### src/rtl/bin_to_bcd_converter.sv
// Sequential double-dabble binary-to-BCD converter with a start/busy/done handshake.
// The result registers only change on completion, so a downstream display never sees partial shifts.
module bin_to_bcd_converter #(
    parameter int BIN_WIDTH  = 14,
    parameter int NUM_DIGITS = 4
) (
    input  logic                       clk,
    input  logic                       rst,
    input  logic                       start,
    input  logic [BIN_WIDTH-1:0]       bin_in,
    output logic                       busy,
    output logic                       done,
    output logic                       overflow,
    output logic [NUM_DIGITS-1:0][3:0] bcd_out
);

    function automatic logic [63:0] pow10(input int n);
        logic [63:0] r;
        r = 64'd1;
        for (int i = 0; i < n; i++) begin
            r = r * 64'd10;
        end
        return r;
    endfunction

    localparam logic [63:0] LIMIT = pow10(NUM_DIGITS);
    localparam int          CW    = $clog2(BIN_WIDTH + 1);

    typedef enum logic {
        IDLE,
        SHIFT
    } state_t;

    state_t                     state_q, state_d;
    logic [BIN_WIDTH-1:0]       shift_q, shift_d;
    logic [NUM_DIGITS-1:0][3:0] scratch_q, scratch_d;
    logic [NUM_DIGITS-1:0][3:0] adj;
    logic [CW-1:0]              cnt_q, cnt_d;
    logic                       ovf_pend_q, ovf_pend_d;
    logic [NUM_DIGITS-1:0][3:0] bcd_q, bcd_d;
    logic                       ovf_q, ovf_d;
    logic                       done_q, done_d;
    logic [63:0]                bin_ext;

    always_ff @(posedge clk) begin
        if (rst) begin
            state_q    <= IDLE;
            shift_q    <= '0;
            scratch_q  <= '0;
            cnt_q      <= '0;
            ovf_pend_q <= 1'b0;
            bcd_q      <= '0;
            ovf_q      <= 1'b0;
            done_q     <= 1'b0;
        end else begin
            state_q    <= state_d;
            shift_q    <= shift_d;
            scratch_q  <= scratch_d;
            cnt_q      <= cnt_d;
            ovf_pend_q <= ovf_pend_d;
            bcd_q      <= bcd_d;
            ovf_q      <= ovf_d;
            done_q     <= done_d;
        end
    end

    always_comb begin
        state_d    = state_q;
        shift_d    = shift_q;
        scratch_d  = scratch_q;
        cnt_d      = cnt_q;
        ovf_pend_d = ovf_pend_q;
        bcd_d      = bcd_q;
        ovf_d      = ovf_q;
        done_d     = 1'b0;
        bin_ext    = 64'(bin_in);

        // Add-3 correction is applied before the shift so each digit stays in 0..9 after doubling
        adj = scratch_q;
        for (int i = 0; i < NUM_DIGITS; i++) begin
            if (scratch_q[i] >= 4'd5) begin
                adj[i] = scratch_q[i] + 4'd3;
            end
        end

        case (state_q)
            IDLE: begin
                if (start) begin
                    shift_d    = bin_in;
                    scratch_d  = '0;
                    cnt_d      = CW'(BIN_WIDTH);
                    ovf_pend_d = (bin_ext >= LIMIT);
                    state_d    = SHIFT;
                end
            end
            SHIFT: begin
                scratch_d = (NUM_DIGITS * 4)'({adj, shift_q[BIN_WIDTH-1]});
                shift_d   = shift_q << 1;
                cnt_d     = cnt_q - CW'(1);
                if (cnt_q == CW'(1)) begin
                    if (ovf_pend_q) begin
                        for (int i = 0; i < NUM_DIGITS; i++) begin
                            bcd_d[i] = 4'd9;
                        end
                    end else begin
                        bcd_d = scratch_d;
                    end
                    ovf_d   = ovf_pend_q;
                    done_d  = 1'b1;
                    state_d = IDLE;
                end
            end
            default: state_d = IDLE;
        endcase
    end

    assign busy     = (state_q == SHIFT);
    assign done     = done_q;
    assign overflow = ovf_q;
    assign bcd_out  = bcd_q;

endmodule
### config.mk
export PLATFORM = sky130hd
export DESIGN_NAME = bin_to_bcd_converter
export DESIGN_NICKNAME = d
export VERILOG_FILES = /design/src/rtl/bin_to_bcd_converter.sv
export SDC_FILE = /design/constraint.sdc
export NUM_CORES = 1
export LEC_CHECK = 0
export CORE_UTILIZATION = 48
export CTS_CLUSTER_SIZE = 20
export DETAILED_ROUTE_END_ITERATION = 7
export GPL_TIMING_DRIVEN = 0
export PLACE_DENSITY = 0.87
export SLEW_MARGIN = 15
export SYNTH_ARGS = -nofsm -noshare
export SYNTH_HDL_FRONTEND = slang
export SYNTH_SLANG_ARGS = --single-unit
### constraint.sdc
create_clock -name clk -period 1.4 [get_ports clk]
set_input_delay 0.28 -clock clk [delete_from_list [all_inputs] [get_ports clk]]
set_output_delay 0.28 -clock clk [all_outputs]
set_load 0.02 [all_outputs]
### After elaboration in Yosys (flattened, before gate mapping)

Cells that the tools add are included.

* register bits: 54
* bits of input ports: 17
* word-level logic and storage cells: 45
* output and inout bits: 19

* reductions and logical operators: 3
* eq/ne operators: 2
* $add $sub $neg: 5
* mux-type cells: 15
* order comparisons: 5
* bitwise logic cells: 1

Operator list (count)
* $mux 16: 2
* $pmux 16 s2: 1
* $pmux 14 s2: 1
* $ge 4x3->1 const B: 4
* $mux 4: 4
* $ge 14x14->1 const B: 1
* $mux 14: 1
* $add 4x2->4 const B: 3
* $pmux 4 s2: 1
* $eq 4x1->1 const B: 1
* $reduce_and 2->1: 2
* $sub 4x1->4 const B: 1
* $add 3x2->3 const B: 1
* $mux 1: 3
* $mux 3: 1
* $ne 2x2->1 const B: 1
* $pmux 1 s2: 1
* $reduce_or 2->1: 1
* $not 1->1: 1

### Logic depth before layout (Yosys ltp)

* depth in word-level cells: 3
* depth in mapped cells: 6
* depth with buffers taken out: 6

### Worst setup path before layout

No wires, ideal clock.

* kind: reg-to-reg
* start point: register scratch_q[1] in the netlist's numbering
* end point: register scratch_q[2] in the netlist's numbering
* setup time: 0.092 ns
* path buffers: 0
* setup slack: -0.038 ns
* arrival time: 1.346 ns
* data required time: 1.308 ns
* stages on the path, launching flop included: 7
* cell sequence: dfxtp_1 inv_1 ha_1 nand2b_1 a21oi_1 mux2_2 o32ai_1

* word-level cells in the longest chain between the ends: 3

Ends and longest elaborated chain
* start: declaration: RTL line 36 `logic [NUM_DIGITS-1:0][3:0] scratch_q, scratch_d;`
* start signal: assignment: RTL line 58 `scratch_q <= scratch_d;`
* $add 4x2->4 / $ge 4x3->1 (equally long branches): RTL line 82, 81
* $mux 4 *: RTL line 81 `if (scratch_q[i] >= 4'd5) begin`
* $pmux 16 s2 *: RTL line 86 `case (state_q)`

Mark *: on every way between the ends. The rest lies on a longest branch, timed or not.
A chain may end at the register's enable or synchronous reset.

### Final worst setup path

* start point: register scratch_q[5] in the netlist's numbering
* end point: register scratch_q[6] in the netlist's numbering

Same word-level chain as after synthesis.

==> results by group <==
CTS
  • Clk_lat worst skew: 0.31 ns
  • CTS Buf Count: 5
  • CTS tree: yes
  • Clk slew on worst S/H paths: 0.09 ns
  • Clk Tree Root Cell: clkbuf_8
  • H-tree Lvls: 2
  • Clock buffer depth: 2
  • Clock sink total: 54
  • Hold_buf cts: 0

Synth
  • Ys async rst share: 0%
  • Share of the synthesized area in the top cell type: a little over two fifths
  • Syn_nets: 309
  • Synth cell count leaders: dfxtp_1 (54), nor2_1 (45), a21oi_1 (28)
  • Largest area contributor in the netlist: dfxtp_1
  • Yosys Warn Count: 0
  • Synth Cell Area: 0.00250 mm2
  • Synth unique cells: 31
  • Post-synth top flop: dfxtp_1
  • Synth Register Bits: 54
  • Top-count cell post-synth: dfxtp_1
  • Syn Area/Cell: 8.87 um2
  • Area contributors post-synth: dfxtp_1 (43%), nor2_1 (6.8%), a21oi_1 (5.6%)
  • Syn Inst Count: 282
  • Seq/Total Area, Yosys: 43.2%
  • Post-synth EDFFs: 0

Global routing
  • Met1 Usage GRT: 28.1%
  • Largest net degree at the start of global routing: 16
  • Remaining Overflow, GRT: 0
  • First-pass GRT wire length: between 9 and 10 mm
  • Tot GR Track Use: 22.6%
  • Global route hottest layer: met2
  • M2 GR Usage: 39.0%
  • Met3 Track Usage GR: between 5 and 6%
  • Initial antenna violation count: 0
  • Vias in the first global route: 1900

Critical path
  • Startpoint class of the critical path: flop
  • CP max stage delay: roughly 0.36 ns
  • Worst-path maximum fanout: 4
  • Worst r2r path cells: 6
  • Crit path cell chain: inv_4, ha_4, nand2b_4, a21oi_4, mux2_4, o32ai_2
  • Worst EP required: between 1.5 and 2 ns
  • CP top delay family: flip-flops
  • Crit path buf inv count: 1
  • Worst Path Arrival: 1.66 ns
  • Crit Path Category: flop to flop
  • Crit. End Element: flop
  • Slowest CP cell: dfxtp_2
  • Cell depth of the worst setup path: 6

Routing
  • DRT iter0 DRCs: about 120
  • Via count: around 2300
  • DR vias/cell: 5.64
  • DRT antenna net count: 0
  • Initial DRT Pass Iterations: 4
  • DRC: 0
  • DRT Wirelength: between 6 and 7 mm
  • Drt wl/cell: 16.4 um

Floorplan
  • Top-Level Pins: 36
  • Starting Density: 51.3%
  • Placement row count: 25
  • Core Area: 0.00488 mm2
  • Die footprint: 0.00551 mm2
  • Die W: 74.2 um
  • Die height: 74.2 um

Power and ir drop
  • P_leak: 1.33 nW
  • Pwr dens: 889 mW/mm2
  • Max rail drop VDD: approximately 0.00065 V

STA
  • Worst relative slew slack: 58.0%
  • Final Hold Vio Count: 0
  • Setup violators final: 3
  • Max Clock Freq: 0.700 GHz
  • Final Slew Violations: 0
  • Hold Slack: 0.326 ns
  • PnR worst setup slack: -0.0292 ns
  • Worst Skew: ~0.006 ns
  • Tcrit/Tclk final: 102%
  • Tmin final: 1.43 ns
  • Slew @ Worst Pin: 0.630 ns
  • RSZ-0062 raised after global routing: true

Finish
  • Antenna diodes: 0
  • Layout Area Growth over Synthesis: 35.7%
  • Final core occ: 69.6%
  • Layout cells sized above 1: 28.6%
  • Nets: between 300 and 400
  • Post-route insts no fill: approximately 400

Run
  • Max Cap Violations: 0

Min path
  • Worst hold path type: input pin to flop
  • WHS Path Cells: 2

Placed design
  • Final GP Congestion: 0.850
  • Cells after DPL: ~380
  • Port buffer count: 33
  • DP Wirelength: 4.05 mm

Status
  • Violated checks: negative setup slack
  • Outcome: finished with violations
-- logic make-up (layout without fill, tap and decap cells) --
kind of cell    Yosys count  in the layout  share of synthesized area, %
fa+ha+maj                10             10                          5.00
mux                      19             19                          7.85
buf+inv                  35             85                          6.35
xor+xnor                  4              4                          1.40
simple gates             95             95                          19.3
flops                    54             54                          43.2
compound gates           65             65                          16.9
-- power by group --
group / leakage [nW] / internal (mW) / switching [mW]
Combinational: 0.831 / 0.152 / 0.201
Clock: 0.0524 / 0.536 / 0.509
Sequential: 0.443 / 1.58 / 0.0355
-- flip-flops by register name, indices dropped and copies added, names as in the netlist --
signal	flops
ovf_pend_q	1
done	1
shift_q	14
cnt_q	4
scratch_q	16
overflow	1
bcd_out	16
busy	1
-- worst reg2reg max path, delay by kind of cell, from the launching register on --
family | cells | cell delay, ns
and+or+nand+nor | 1 | 0.15
adders and majority gates | 1 | 0.15
buffers and inverters | 1 | 0.06
muxes | 1 | 0.35
DFF | 1 | 0.36
AOI/OAI and AO/OA | 2 | 0.28
-- metal layers --
metal / part of all wire, % / routed length (um)
met1: 41 / 2660
met2: 51 / 3350
met3: 6.4 / 418
met4: 2.0 / 132
met5: 0 / 0
-- worst paths after layout --
check                    start            to  slack [ns]
setup reg to reg  scratch_q[5]  scratch_q[6]       -0.03
hold reg to reg     shift_q[6]    shift_q[7]        0.50
setup / recovery  scratch_q[5]  scratch_q[6]       -0.03
hold / removal             rst    ovf_pend_q        0.33
-- area by class of cell --
type	instances	area [um2]
fillers	378	1490
repair buffers	42	374
clock inverters	1	30.0
multi-input cells	193	1550
plain buffers	20	114
well taps	67	83.8
inverters	15	71.3
clock buffers	7	76.3
flip-flops and latches	54	1090
-- per-stage QoR --
stage	setup slack [ns]	TNS, ns	total power [mW]	cell area, um2
floorplan	0.000814	0	1.86	2520
global placement	-0.0726	-0.464	1.97	2930
detailed placement	-0.136	-1.04	1.98	2930
CTS	-0.0155	-0.0155	2.99	3150
global route	-0.0567	-0.507	3.12	3390
finish	-0.0292	-0.0565	3.02	3390
-- layout by cell type, fill, tap and decap left out, drive strengths merged, types with 2 or more instances in the layout --
| master | n |
|---|---|
| nor3 | 8 |
| mux2i | 14 |
| nand2 | 7 |
| nor2 | 46 |
| clkbuf | 15 |
| mux2 | 5 |
| clkdlybuf4s50 | 14 |
| inv | 15 |
| a211oi | 4 |
| o22ai | 4 |
| nand2b | 12 |
| a311oi | 2 |
| buf | 21 |
| o32ai | 11 |
| xnor2 | 4 |
| dfxtp | 54 |
| a21oi | 28 |
| nand3 | 2 |
| dlygate4sd2 | 19 |
| ha | 10 |
| nor3b | 7 |
| nand3b | 9 |
| o21ai | 15 |
-- repair_timing --
item	4_1_cts	5_1_grt
gates resized for setup	49	46
pin swaps	5	11
endpoints found under the setup margin	36	31
buffers inserted	3	6
No activity file was read; power rests on OpenSTA's default activity.
==> edit 1, RTL diff (same settings) <==
`BIN_WIDTH`: 14 -> 7.
--- a/src/rtl/bin_to_bcd_converter.sv
+++ b/src/rtl/bin_to_bcd_converter.sv
@@ -3,3 +3,3 @@
 module bin_to_bcd_converter #(
-    parameter int BIN_WIDTH  = 14,
+    parameter int BIN_WIDTH  = 7,
     parameter int NUM_DIGITS = 4
Ports: changed (resized bin_in); port bits go from 36 to 29. The function was not compared with the original's and may differ.
==> edit 1 against the original RTL <==
  * Critical path depth unchanged
  * Power decreased by 22%
  * Synthesized area decreased by 20%
  * Cell area decreased by 20%
  * Wire length decreased by 30%
  * Sequential cell count decreased by 10
  * Worst setup slack improved by 32 ps
  * Critical path type unchanged
  * Critical endpoint is now scratch_q[13]
  * Highest routed layer unchanged
==> edit 1: results <==
[hold_path]
hold-path-endpoint = bcd_out[8]
hold_path.class = register to register
hold_path.startpoint = bcd_out[8]

[placement]
port_buffers = 27
placed_area_um2 = 2340
dpl.cell_count = 290
post-dp-hpwl_mm = 2.95
pre_cts_ws_ps = -324

[yosys]
seq_area_frac_synth = 0.441
synthesis.nets = 233
synthTopCellsByArea = dfxtp_1 (44%), ha_1 (6.3%), mux2i_1 (5.5%), o21ai_0 (5.0%), a21oi_1 (4.8%)
synth_cell_types = 32
synth.avg_cell_area_um2 = 9.37

[setup_path]
timing.rr.start = scratch_q[13]
rrSetupSlack_ps = 3
cp_data_arrival_time_ps = 1580
rr_endpoint = scratch_q[13]

[layout]
nets = 279
final_layout_size_suffix_gt1_frac = 0.281

[global_route]
grt_pass1_wl_mm = 6.82
grt_use_total = 0.211
grt_pass1_vias = 1506
antenna_found_initial = 0
grt_max_degree = 13

[routing]
drt_iter0_drc = 107
vias = 1707
wirelength_mm = 4.60
wl_per_cell_um = 14.8

[pwr]
p_leak_nw = 1.09
vdd_drop_max_mv = 0.743

[status]
outcome = finished clean

[timing]
fin_skew_ps = 3.35

[clocking]
numCtsBuffers = 5
edit 1: stage by stage:
stage | setup TNS (ps) | utilization | total power, mW | hold WS [ps]
floorplan | 0 | - | 1.47 | 432
global placement | -9140 | 0.586 | 1.54 | 436
detailed placement | -10340 | 0.586 | 1.55 | 443
CTS | 0 | 0.633 | 2.36 | 451
global route | -203 | 0.680 | 2.45 | 478
finish | 0 | 0.680 | 2.36 | 448
edit 1: cell type report:
class,count,area (um^2)
inverter,14,65.1
tap,50,62.6
timing repair buffer,39,343
clock buffer,8,90.1
multi-input combinational,146,1200
fill,302,1280
buffer,9,65.1
sequential,44,892
edit 1: timing repair:
item | 4_1_cts | 5_1_grt
gates cloned | 0 | 1
setup buffers | 3 | 8
hold buffers | 0 | 0
pin swaps | 9 | 11
endpoints found under the setup margin | 40 | 25
resized for setup | 45 | 28
edit 1: metal layers:
metal	global-route usage	wire, um	share of wire	vias to the layer above
met5	0	0	0	-
met4	0.0824	99	0.022	0
met2	0.369	2280	0.50	49
li1	-	-	-	850
met1	0.240	2000	0.44	796
met3	0.0634	212	0.046	12
edit 1: power by group:
part	internal [mW]	switching [mW]	leakage, nW
Sequential	1.28	0.0213	0.361
Combinational	0.100	0.148	0.679
Clock	0.402	0.414	0.0455
edit 1: cells by family after synthesis:
family                   share of synthesized area
AND/OR/NAND/NOR                              0.157
flip-flops                                   0.441
adder cells (fa/ha/maj)                     0.0627
AO/OA/AOI/OAI                                0.199
other                                      0.00188
buffers and inverters                       0.0602
multiplexers                                0.0608
XOR/XNOR                                    0.0176
edit 1: worst max path at each step:
stage / depth (start not counted) / startpoint / endpoint / slack, ps
3_3_place_gp: 4 / rst / busy / -300
5_1_grt: 6 / scratch_q[13] / scratch_q[13] / -50
6_report: 6 / scratch_q[13] / scratch_q[13] / 3
2_1_floorplan: 6 / scratch_q[13] / bcd_out[14] / 20
4_1_cts: 6 / start / shift_q[5] / 0.4
3_5_place_dp: 5 / rst / bcd_out[4] / -320
edit 1: worst min-delay path, delay by kind of cell, from the launching register on:
kind             cells  cell delay (ps)
flip-flops           1              320
AO/OA/AOI/OAI        1               50
AND/OR/NAND/NOR      1               40
==> edit 2, RTL diff (config.mk and constraints unchanged) <==
Without the edit above. Register the output `overflow` once more; this adds one clock of latency there. The other outputs are not delayed to match.
--- a/src/rtl/bin_to_bcd_converter.sv
+++ b/src/rtl/bin_to_bcd_converter.sv
@@ -118,3 +118,5 @@
     assign done     = done_q;
-    assign overflow = ovf_q;
+    always_ff @(posedge clk) begin
+        overflow <= ovf_q;
+    end
     assign bcd_out  = bcd_q;
Check against the original RTL: same outputs for any inputs over 10 cycles, from zero or initial values and one cycle with rst high; that may be too few to reach the edited logic, so the function may still have changed.
==> edit 2 against the original RTL <==
  * The flow still finishes with violations (negative setup slack)
  * Final cell count decreased by 0.25%
  * Power increased by 0.54%
  * Sequential cell count increased by 1
  * Largest cell class unchanged
  * Cell area decreased by 0.15%
  * Wire length decreased by 0.50%
  * Critical endpoint is now scratch_q[2]
  * Worst setup slack improved by 20 ps
  * Synthesized area increased by 0.80%
  * Sequential share of layout area increased by 0.60 points
  * Synthesized cell count increased by 0.35%
  * Combinational power increased by 2%
  * Non-clock buffer count decreased by 4
==> edit 2: results <==
[yosys]
synthTopCellsByArea = dfxtp_1 (44%), nor2_1 (6.7%), a21oi_1 (5.6%), mux2i_1 (5.6%), ha_1 (5.0%)
synth_common_cells = dfxtp_1 (55), nor2_1 (45), a21oi_1 (28), inv_1 (15), mux2i_1 (14)
synthMuxAreaShare = 0.0779
synthesis.nets = 310
seq_area_frac_synth = 0.437
synth_adder_area_share = 0.0496
synth_xor_area_frac = 0.0139
yosysWarnings = 0
synth_compound_area_frac = 0.168
synth.avg_cell_area_um2 = 8.91

[pwr]
vdd_drop_max_mv = 0.625
switching_share = 0.244

[routing]
drt_iter0_drc = 183
wirelength_mm = 6.52
vias_per_cell = 5.60

[timing]
setup_slack_ps = -9.39
whs_ps = 322
setup-violations-final = 2
max_slew.worst_pin.slew_ps = 574
fin_skew_ps = 11.5

[setup_path]
rr_endpoint = scratch_q[2]
timing.rr.start = scratch_q[1]
cp_max_fo = 4
crit_end = scratch_q[2]
cp_data_arrival_time_ps = 1640
crit_start = scratch_q[1]

[layout]
n_fill_cell = 385
nets = 355
final_cell_count_no_fill = 398
final_layout_size_suffix_gt1_frac = 0.284

[placement]
dpl.cell_count = 386
gp_congestion = 0.874
pre_cts_ws_ps = -124
placed_area_um2 = 2960

[global_route]
grt_use_total = 0.229
gr-usage-met3 = 0.0379
use_met2 = 0.394
grt_pass1_vias = 2077
grt_pass1_wl_mm = 9.48

[status]
violations = negative setup slack
outcome = finished with violations
-- edit 2: what timing repair did --
action                     4_1_cts  5_1_grt
setup buffers                    2        3
setup endpoints to repair       38       46
gates resized for setup         49       50
pin swaps                        4        8
-- edit 2: layer usage --
layer | routed length [um] | vias to the layer above
met3 | 362 | 13
met4 | 129 | 0
met5 | 0 | -
met1 | 2600 | 1063
li1 | - | 1072
met2 | 3430 | 79
-- edit 2: critical path, cell delays in order, from the launching register on --
cell and delay, ps:
dfxtp_2 360, inv_4 50, ha_4 150, nand2b_4 150, a21oi_4 180, mux2_4 330, o32ai_2 120
-- edit 2: worst min-delay path by stage --
stage / endpoint / cells after the start / start
6_report: ovf_pend_q / 2 / rst
5_1_grt: ovf_pend_q / 2 / rst
4_1_cts: ovf_pend_q / 2 / rst
3_5_place_dp: overflow / 0 / ovf_q
3_3_place_gp: overflow / 0 / ovf_q
2_1_floorplan: overflow / 0 / ovf_q
-- edit 2: cell type report --
type / instances / share of cell area
Buffer: 20 / 0.0347
Clock buffer: 6 / 0.0214
Clock inverter: 1 / 0.00886
Inverter: 15 / 0.0203
Multi-Input combinational cell: 193 / 0.459
Sequential cell: 55 / 0.328
Tap cell: 70 / 0.0258
Timing Repair Buffer: 38 / 0.102
-- edit 2: power by group through the flow --
stage,registers [mW],clock network (mW),logic [mW]
final,1.65,1.02,0.359
after global routing,1.66,1.08,0.389
after CTS,1.64,1.02,0.333
after detailed placement,1.68,0,0.333
after global placement,1.68,0,0.323
after floorplan,1.68,0,0.208
-- edit 2: per-stage QoR --
step	power (mW)	utilization
6_report	3.03	0.668
2_1_floorplan	1.89	-
4_1_cts	3.00	0.621
3_5_place_dp	2.01	0.582
5_1_grt	3.13	0.668
3_3_place_gp	2.00	0.582
